File: src/rtl/sc_time_pkg.sv
// Shared time-base definitions for the game-time countdown register.
package sc_time_pkg;

   localparam logic [1:0] StateEncIdle    = 2'd0;
   localparam logic [1:0] StateEncRun     = 2'd1;
   localparam logic [1:0] StateEncPause   = 2'd2;
   localparam logic [1:0] StateEncExpired = 2'd3;

   typedef enum logic [1:0] {
      stIdle    = StateEncIdle,
      stRun     = StateEncRun,
      stPause   = StateEncPause,
      stExpired = StateEncExpired
   } countdownStateT;

   // CLOCK_50 cycles per second of game time.
   localparam int unsigned DefaultPrescaler = 50_000_000;
   // Short time base used by simulation benches.
   localparam int unsigned SimPrescaler     = 4;

endpackage

File: src/rtl/sc_tick_prescaler.sv
// Free-running modulo-Prescaler counter with synchronous clear, enable and
// a registered active-low wrap strobe.
module sc_tick_prescaler
   import sc_time_pkg::*;
#(
   parameter int unsigned Prescaler = DefaultPrescaler
) (
   input  logic SC_TickPrescaler_CLOCK_50,
   input  logic SC_TickPrescaler_clear_InHigh,
   input  logic SC_TickPrescaler_enable_InHigh,
   output logic SC_TickPrescaler_atTerminal_c,
   output logic SC_TickPrescaler_wrap_OutLow
);

   localparam int unsigned CountW = (Prescaler > 1) ? $clog2(Prescaler) : 1;

   logic [CountW-1:0] countQ;

   // Last phase of the period; the owner decides whether it is consumed.
   assign SC_TickPrescaler_atTerminal_c = (countQ == CountW'(Prescaler - 1));

   // Phase counter and wrap strobe; clear dominates enable.
   always_ff @(posedge SC_TickPrescaler_CLOCK_50) begin
      if (SC_TickPrescaler_clear_InHigh) begin
         countQ                       <= '0;
         SC_TickPrescaler_wrap_OutLow <= 1'b1;
      end else if (SC_TickPrescaler_enable_InHigh) begin
         if (SC_TickPrescaler_atTerminal_c) begin
            countQ <= '0;
         end else begin
            countQ <= countQ + CountW'(1);
         end
         SC_TickPrescaler_wrap_OutLow <= ~SC_TickPrescaler_atTerminal_c;
      end else begin
         SC_TickPrescaler_wrap_OutLow <= 1'b1;
      end
   end

endmodule

File: src/rtl/sc_regcountdown_time.sv
// Game-time countdown register: loads INIT on start, decrements once per
// prescaled period while running, and flags expiry at zero.
module sc_regcountdown_time
   import sc_time_pkg::*;
#(
   parameter int unsigned                     RegCOUNTDOWN_DATAWIDTH = 8,
   parameter logic [RegCOUNTDOWN_DATAWIDTH-1:0] RegCOUNTDOWN_INIT      = RegCOUNTDOWN_DATAWIDTH'(99),
   parameter int unsigned                     RegCOUNTDOWN_PRESCALER = DefaultPrescaler
) (
   input  logic                              SC_RegCOUNTDOWN_Time_CLOCK_50,
   input  logic                              SC_RegCOUNTDOWN_Time_RESET_InHigh,
   input  logic                              SC_RegCOUNTDOWN_Time_start_InLow,
   input  logic                              SC_RegCOUNTDOWN_Time_pause_InLow,
   output logic [RegCOUNTDOWN_DATAWIDTH-1:0] SC_RegCOUNTDOWN_Time_data_OutBUS,
   output logic                              SC_RegCOUNTDOWN_Time_tick_OutLow,
   output logic                              SC_RegCOUNTDOWN_Time_expired_OutHigh
);

   localparam int unsigned DataW = RegCOUNTDOWN_DATAWIDTH;

   countdownStateT   stateQ;
   countdownStateT   stateD;
   logic [DataW-1:0] dataQ;
   logic             expiredQ;
   logic             initIsZero_c;
   logic             prescClear_c;
   logic             countEn_c;
   logic             atTerminal_c;
   logic             advance_c;
   logic             lastStep_c;
   logic             tickLow;

   assign initIsZero_c = (RegCOUNTDOWN_INIT == '0);

   // Start reloads the time base; reset does the same.
   assign prescClear_c = SC_RegCOUNTDOWN_Time_RESET_InHigh | ~SC_RegCOUNTDOWN_Time_start_InLow;

   // The time base advances on every edge that sees pause released while
   // counting, including the edge that leaves PAUSE.
   assign countEn_c  = SC_RegCOUNTDOWN_Time_start_InLow & SC_RegCOUNTDOWN_Time_pause_InLow &
                       ((stateQ == stRun) | (stateQ == stPause));
   assign advance_c  = countEn_c & atTerminal_c & (dataQ != '0);
   assign lastStep_c = advance_c & (dataQ == DataW'(1));

   sc_tick_prescaler #(
      .Prescaler (RegCOUNTDOWN_PRESCALER)
   ) u_tickPrescaler (
      .SC_TickPrescaler_CLOCK_50      (SC_RegCOUNTDOWN_Time_CLOCK_50),
      .SC_TickPrescaler_clear_InHigh  (prescClear_c),
      .SC_TickPrescaler_enable_InHigh (countEn_c),
      .SC_TickPrescaler_atTerminal_c  (atTerminal_c),
      .SC_TickPrescaler_wrap_OutLow   (tickLow)
   );

   // State register.
   always_ff @(posedge SC_RegCOUNTDOWN_Time_CLOCK_50) begin
      if (SC_RegCOUNTDOWN_Time_RESET_InHigh) begin
         stateQ <= stIdle;
      end else begin
         stateQ <= stateD;
      end
   end

   // Next-state logic: start overrides everything below reset.
   always_comb begin
      stateD = stateQ;
      if (!SC_RegCOUNTDOWN_Time_start_InLow) begin
         stateD = initIsZero_c ? stExpired : stRun;
      end else begin
         case (stateQ)
            stIdle: begin
               stateD = stIdle;
            end
            stRun: begin
               if (!SC_RegCOUNTDOWN_Time_pause_InLow) begin
                  stateD = stPause;
               end else if (lastStep_c) begin
                  stateD = stExpired;
               end
            end
            stPause: begin
               if (SC_RegCOUNTDOWN_Time_pause_InLow) begin
                  stateD = lastStep_c ? stExpired : stRun;
               end
            end
            stExpired: begin
               stateD = stExpired;
            end
            default: begin
               stateD = stIdle;
            end
         endcase
      end
   end

   // Remaining-time register; saturates at zero.
   always_ff @(posedge SC_RegCOUNTDOWN_Time_CLOCK_50) begin
      if (SC_RegCOUNTDOWN_Time_RESET_InHigh || !SC_RegCOUNTDOWN_Time_start_InLow) begin
         dataQ <= RegCOUNTDOWN_INIT;
      end else if (advance_c) begin
         dataQ <= dataQ - DataW'(1);
      end
   end

   // Expiry flag, registered alongside the state it reports.
   always_ff @(posedge SC_RegCOUNTDOWN_Time_CLOCK_50) begin
      if (SC_RegCOUNTDOWN_Time_RESET_InHigh) begin
         expiredQ <= 1'b0;
      end else begin
         expiredQ <= (stateD == stExpired);
      end
   end

   assign SC_RegCOUNTDOWN_Time_data_OutBUS     = dataQ;
   assign SC_RegCOUNTDOWN_Time_tick_OutLow     = tickLow;
   assign SC_RegCOUNTDOWN_Time_expired_OutHigh = expiredQ;

endmodule
File: config.mk
export PLATFORM = sky130hd
export DESIGN_NAME = sc_regcountdown_time
export DESIGN_NICKNAME = d
export VERILOG_FILES = /design/src/rtl/sc_time_pkg.sv /design/src/rtl/sc_tick_prescaler.sv /design/src/rtl/sc_regcountdown_time.sv
export SDC_FILE = /design/constraint.sdc
export NUM_CORES = 1
export LEC_CHECK = 0
export BUFFER_PORTS_ARGS = -buffer_cell sky130_fd_sc_hd__buf_2
export CAP_MARGIN = 20
export CORE_AREA = 2 2 58 60
export CTS_CLUSTER_DIAMETER = 200
export DETAILED_ROUTE_END_ITERATION = 16
export DIE_AREA = 0 0 60 62
export GPL_TIMING_DRIVEN = 1
export PLACE_DENSITY = 0.77
export REMOVE_ABC_BUFFERS = 1
export SETUP_SLACK_MARGIN = 0.5
export SLEW_MARGIN = 20
export SYNTH_ARGS = -nofsm -noshare
export SYNTH_HDL_FRONTEND = slang
export SYNTH_SLANG_ARGS = --single-unit
File: constraint.sdc
create_clock -name SC_RegCOUNTDOWN_Time_CLOCK_50 -period 6.86 [get_ports SC_RegCOUNTDOWN_Time_CLOCK_50]
set_input_delay 1.029 -clock SC_RegCOUNTDOWN_Time_CLOCK_50 [delete_from_list [all_inputs] [get_ports SC_RegCOUNTDOWN_Time_CLOCK_50]]
set_output_delay 1.029 -clock SC_RegCOUNTDOWN_Time_CLOCK_50 [all_outputs]
set_load 0.005 [all_outputs]
==> results of run 1 <==
## metrics by stage
| stage | setup WS (ns) | util | cell area (sq um) | instances |
|---|---|---|---|---|
| 2_1_floorplan | 4.31 | - | 1870 | 218 |
| 3_3_place_gp | 3.92 | 0.627 | 1990 | 277 |
| 3_5_place_dp | 3.80 | 0.627 | 1990 | 277 |
| 4_1_cts | 4.21 | 0.645 | 2050 | 285 |
| 5_1_grt | 3.94 | 0.647 | 2060 | 286 |
| 6_report | 4.18 | 0.647 | 2060 | 286 |
## where the power goes
part           total (W)  leakage (nW)  internal [W]  switching (W)
Clock           0.000121        0.0353     0.0000497      0.0000715
Sequential      0.000222         0.306      0.000221    0.000000586
Combinational  0.0000106         0.384    0.00000311     0.00000747
## metal layers
metal / share of wire / vias to the layer above / GRT usage
li1: - / 797 / -
met1: 0.52 / 677 / 0.284
met2: 0.44 / 11 / 0.334
met3: 0.024 / 5 / 0.0745
met4: 0.014 / 0 / 0.0667
met5: 0 / - / 0
## cell families (layout without fill, tap and decap cells)
group | count (synthesis) | in the layout
and+or+nand+nor | 113 | 113
DFF | 38 | 38
xor gates and xnor gates | 28 | 28
AOI/OAI and AO/OA | 19 | 19
buffers and inverters | 14 | 33
adders and majority gates | 8 | 8
muxes | 1 | 1
## cells in the mapped netlist (all sizes together) (3+ instances only)
cell type / n / area share
dfxtp: 38 / 0.40
xor2: 19 / 0.088
nand2: 21 / 0.043
xnor2: 9 / 0.042
o21ai: 5 / 0.013
nor4: 8 / 0.038
or3: 5 / 0.017
a21oi: 8 / 0.021
nand4: 13 / 0.043
nand3: 10 / 0.027
clkbuf: 3 / 0.0066
ha: 8 / 0.053
nor2: 37 / 0.074
or2: 3 / 0.010
inv: 11 / 0.022
nor3: 3 / 0.0080
or4: 4 / 0.018
## worst max-delay path by stage
stage | end | startpoint | slack, ns
after floorplan | stateQ[0] | SC_RegCOUNTDOWN_Time_start_InLow | 4.31
after global placement | u_tickPrescaler.countQ[18] | SC_RegCOUNTDOWN_Time_start_InLow | 3.92
after detailed placement | u_tickPrescaler.countQ[20] | SC_RegCOUNTDOWN_Time_start_InLow | 3.80
after CTS | u_tickPrescaler.countQ[20] | SC_RegCOUNTDOWN_Time_start_InLow | 4.21
after global routing | u_tickPrescaler.countQ[20] | stateQ[0] | 3.94
final | u_tickPrescaler.countQ[20] | SC_RegCOUNTDOWN_Time_start_InLow | 4.18
## registers in the layout, indices dropped and copies added, names as in the netlist
register	count
u_tickPrescaler.countQ	26
SC_RegCOUNTDOWN_Time_data_OutBUS	8
stateQ	2
SC_RegCOUNTDOWN_Time_expired_OutHigh	1
u_tickPrescaler.SC_TickPrescaler_wrap_OutLow	1
## final cells by class
class,count,area (sq um),area share
inverters,11,41.3,0.0201
well taps,46,57.6,0.0280
clock inverters,1,5.00,0.00243
multi-input cells,169,1070,0.519
clock buffers,7,55.1,0.0268
flip-flops and latches,38,761,0.370
repair buffers,14,70.1,0.0341
## critical path, cell delays in order
cell and delay [ns]:
buf_2 0.17, nand4_1 0.29, nor4_1 0.95, nand4_1 0.20
xor2_1 0.18, nor2_1 0.05
==> metrics.txt, run 1 <==
Synth cell types 36; clk slew on worst S/H paths 0.11 ns; warnings from Yosys 0; Syn Area/Cell 8.51 sq um; Critical R2R Launch stateQ[0]; WS Path Type input pin to flop; Final Max Tran Viols 0; layout cells sized above 1 0.125; total CTS buffers 5; Post-Syn Instances 221; Cell Pwr Density 172 nW/um^2; most common cell after layout, fill and taps aside dfxtp_1; CP endpoint kind flop; die area 3720 sq um; CTS Hold Bufs 0; WL/cell 12.1 um; core footprint 3180 sq um; Worst IR Drop VDD 0.000118 V; CTS max path bufs 2; router iterations before antenna repair 4; final wirelength 3450 um; Initial Utilization 0.592; first-iteration detailed-routing DRC count 52; fin crit share 0.391; Placement Rows 21; reg2reg setup slack 4.23 ns; post-CTS sizing 0; initial antenna violation count 0; async set or reset register ratio after synthesis 0; Hold Path Class flop to flop; post-synthesis instance area 1880 sq um; clk_lat worst skew 0.34 ns; adder-cell share of the synthesized area 0.0532; Critical Path RT 7.07 ns; most frequent cells in the layout dfxtp_1, nor2_1, nand2_1, xor2_1; Post-CTS Setup Bufs 0; Layout Nets 251; fmax 0.373 GHz; run status completed; simple logic cell fraction of the synthesized area 0.315; critical path peak fanout 8; Root Buffer clkbuf_4; Leakage 0.726 nW; global-route wire length before repair 5880 um; Remaining DRCs 0; mux cell area share after synthesis 0.00532; routed vias/inst 5.21; final setup fails 0; RD Place Congestion 0.865; HP Start SC_RegCOUNTDOWN_Time_data_OutBUS[7]; Top FF cell, synth dfxtp_1; via count 1,490; CTS tree built; clock sinks 38; hold path depth 2; ANT nets after route 0; post-synthesis compound-gate area fraction 0.0632; r2r worst-path depth 7; largest family of logic cells by synthesized area simple AND/OR/NAND/NOR gates; vias in the first global route 1,324; H-Tree Level Count 2; Remaining Overflow, GRT 0; clk_skew 0.00629 ns; XOR/XNOR Fraction of Synth Area 0.130; Filler cells 288; crit start category input pin; pin count of the biggest net entering global routing 25; die width 60 um; sequential fraction of the synthesis area 0.404; RSZ-0062 raised after global routing no; measured slew at the worst slew-check pin 1.02 ns; die height 62 um; min Tclk post-route 2.68 ns; diode count 0; setup_tns 0 ns; final hold vios 0; EDFF count, synth 0; r2r endpoint u_tickPrescaler.countQ[20]; post-DP HPWL 2540 um; area grow syn2layout 9.31%; Total Power 0.000353 W; GRT Util Overall 0.215; Yosys reg bits 38; hold_ws 0.521 ns; Hold Path End SC_RegCOUNTDOWN_Time_data_OutBUS[7]; total I/O pin count 14; worst rel slew slack 0.314; Critical Path AT 2.89 ns; max-cap viol count 0; IO buf count 13
No activity file was read; power rests on OpenSTA's default activity.
==> run 2, diff against run 1 <==
--- a/config.mk
+++ b/config.mk
@@ -7,12 +7,12 @@
 export LEC_CHECK = 0
 export BUFFER_PORTS_ARGS = -buffer_cell sky130_fd_sc_hd__buf_2
 export CAP_MARGIN = 20
-export CORE_AREA = 2 2 58 60
+export CORE_AREA = 2 2 60 62
 export CTS_CLUSTER_DIAMETER = 200
 export DETAILED_ROUTE_END_ITERATION = 16
-export DIE_AREA = 0 0 60 62
+export DIE_AREA = 0 0 62 64
 export GPL_TIMING_DRIVEN = 1
-export PLACE_DENSITY = 0.77
+export PLACE_DENSITY = 0.72
 export REMOVE_ABC_BUFFERS = 1
 export SETUP_SLACK_MARGIN = 0.5
 export SLEW_MARGIN = 20
==> constraint.sdc (replaced) <==
create_clock -name SC_RegCOUNTDOWN_Time_CLOCK_50 -period 2.6 [get_ports SC_RegCOUNTDOWN_Time_CLOCK_50]
set_input_delay 0.39 -clock SC_RegCOUNTDOWN_Time_CLOCK_50 [delete_from_list [all_inputs] [get_ports SC_RegCOUNTDOWN_Time_CLOCK_50]]
set_output_delay 0.39 -clock SC_RegCOUNTDOWN_Time_CLOCK_50 [all_outputs]
set_load 0.005 [all_outputs]
==> run 2 against run 1 <==
Against the previous run: critical path depth grew 2; clock power grew to 4.4 times the previous value; sequential share of layout area shrank 3.9 points; power grew to 3.3 times the previous value.
==> metrics.txt, run 2 (synthesis gave the netlist of run 1 again) <==
run status completed; die width 62 um (+3.3%); fin crit share 0.790; Root Buffer clkbuf_4; Initial Utilization 0.573 (-0.0189); WS Path Type flop to flop; ANT nets after route 0 (unchanged); switching fraction of total power 0.199 (-0.0262); vias in the first global route 1,499 (+13%); r2r endpoint stateQ[0]; r2r worst-path depth 8 (+1); Hold Path Class input pin to flop; Layout Nets 270 (+7.6%); Critical R2R Launch stateQ[1]; Leakage 0.880 nW (+21%); Setup crit end stateQ[0]; CP endpoint kind flop; max-cap viol count 0 (unchanged); clk slew on worst S/H paths 0.12 ns (about the same); Critical Path AT 2.33 ns (-0.56 ns); die area 3970 sq um (+6.7%); CTS tree built; measured slew at the worst slew-check pin 0.686 ns (-0.332 ns); initial antenna violation count 0 (unchanged); IO buf count 13 (unchanged); Critical Path RT 2.87 ns (-4.20 ns); reg2reg setup slack 0.55 ns (-3.68 ns); combinational share of power 0.030 (about the same); post-DP HPWL 2590 um (+2.0%); final hold vios 0 (unchanged); Remaining Overflow, GRT 0 (unchanged); fmax 0.487 GHz; clock share of power 0.463 (+0.120); Remaining DRCs 0 (unchanged); GRT Util Overall 0.211 (-0.00396); final core utilization 0.709 (+0.0623); critical path peak fanout 4 (-4); final wirelength 4060 um (+18%); diode count 0 (unchanged); P_int 0.000920 W (+240%); final setup fails 0 (unchanged); WL/cell 13.3 um (+10%); global-route wire length before repair 6370 um (+8.3%); most frequent cells in the layout nor2_1, dfxtp_1, nand2_1, xor2_1, buf_4; max reg flops 26 (unchanged); most common cell after layout, fill and taps aside nor2_1; layout cells sized above 1 0.251 (+0.126); core footprint 3280 sq um (+3.3%); total I/O pin count 14 (unchanged); Cell Pwr Density 493 nW/um^2 (+190%); die height 64 um (+3.2%); clk_lat worst skew 0.35 ns (about the same); min Tclk post-route 2.05 ns; worst rel slew slack 0.538 (+0.224); clk_skew 0.0108 ns (+0.00449 ns); CTS max path bufs 2 (unchanged); Net Sw Power 0.000229 W (+190%); RSZ-0062 raised after global routing yes; router iterations before antenna repair 6 (+2); routed vias/inst 5.43 (+4.2%); via count 1,656 (+11%); total CTS buffers 5 (unchanged); Total Power 0.00115 W (+230%); setup_tns 0 ns (unchanged); Worst IR Drop VDD 0.000336 V (+180%); Setup crit start stateQ[1]; post-route insts no fill 305 (+6.6%); hold_ws 0.214 ns (-0.307 ns); clock sinks 38 (unchanged); Reg power frac 0.508 (-0.119); most flop-heavy register u_tickPrescaler.countQ; pin count of the biggest net entering global routing 25 (unchanged); first-iteration detailed-routing DRC count 90 (+73%); area grow syn2layout 23.8%; crit start category flop; H-Tree Level Count 2 (unchanged); Final Max Tran Viols 0 (unchanged); placed cells 283 (+2.2%); RD Place Congestion 0.822 (-5.0%); Placement Rows 21 (unchanged)
-- run 2: timing repair --
item,CTS,global route
hold buffers,0,0
setup endpoints to repair,16,16
setup buffers,4,10
resized for setup,8,11
pin swaps,3,7
-- run 2: how the worst min path moves through the flow --
stage | cells past startpoint | to | startpoint | slack, ns
final | 2 | stateQ[0] | SC_RegCOUNTDOWN_Time_RESET_InHigh | 0.21
after global routing | 2 | stateQ[0] | SC_RegCOUNTDOWN_Time_RESET_InHigh | 0.20
after CTS | 2 | stateQ[0] | SC_RegCOUNTDOWN_Time_RESET_InHigh | 0.21
after detailed placement | 2 | SC_RegCOUNTDOWN_Time_data_OutBUS[7] | SC_RegCOUNTDOWN_Time_data_OutBUS[7] | 0.49
after global placement | 2 | SC_RegCOUNTDOWN_Time_data_OutBUS[7] | SC_RegCOUNTDOWN_Time_data_OutBUS[7] | 0.49
after floorplan | 1 | stateQ[0] | SC_RegCOUNTDOWN_Time_RESET_InHigh | 0.46
-- run 2: critical path, cell delays in order, from the launching register on --
cell      delay (ns)
dfxtp_2         0.37
inv_2           0.06
ha_4            0.26
nand4_1         0.08
buf_6           0.15
nor4_2          0.16
nand2_2         0.09
or4b_4          0.54
a221oi_2        0.27
-- run 2: final cells by class --
class | count | area (sq um)
Timing Repair Buffer | 33 | 219
Tap cell | 46 | 57.6
Inverter | 11 | 41.3
Clock inverter | 2 | 60.1
Sequential cell | 38 | 771
Clock buffer | 6 | 51.3
Multi-Input combinational cell | 169 | 1130
Fill cell | 256 | 955
-- run 2: metal layers --
layer | up-vias | part of all wire | global-route usage
li1 | 833 | - | -
met1 | 782 | 0.45 | 0.263
met2 | 35 | 0.50 | 0.339
met3 | 6 | 0.038 | 0.0628
met4 | 0 | 0.013 | 0.0745
met5 | - | 0 | 0
-- run 2: stage by stage --
stage	instance area [sq um]	setup WS (ns)
2_1_floorplan	1870	0.336
3_3_place_gp	2040	0.310
3_5_place_dp	2040	0.238
4_1_cts	2210	0.485
5_1_grt	2330	0.456
6_report	2330	0.545
-- run 2: power groups by stage --
stage | registers, W | clock network, W | logic [W]
floorplan | 0.000598 | 0 | 0.0000169
global placement | 0.000598 | 0 | 0.0000296
detailed placement | 0.000598 | 0 | 0.0000296
CTS | 0.000584 | 0.000540 | 0.0000315
global route | 0.000584 | 0.000562 | 0.0000376
finish | 0.000583 | 0.000531 | 0.0000339
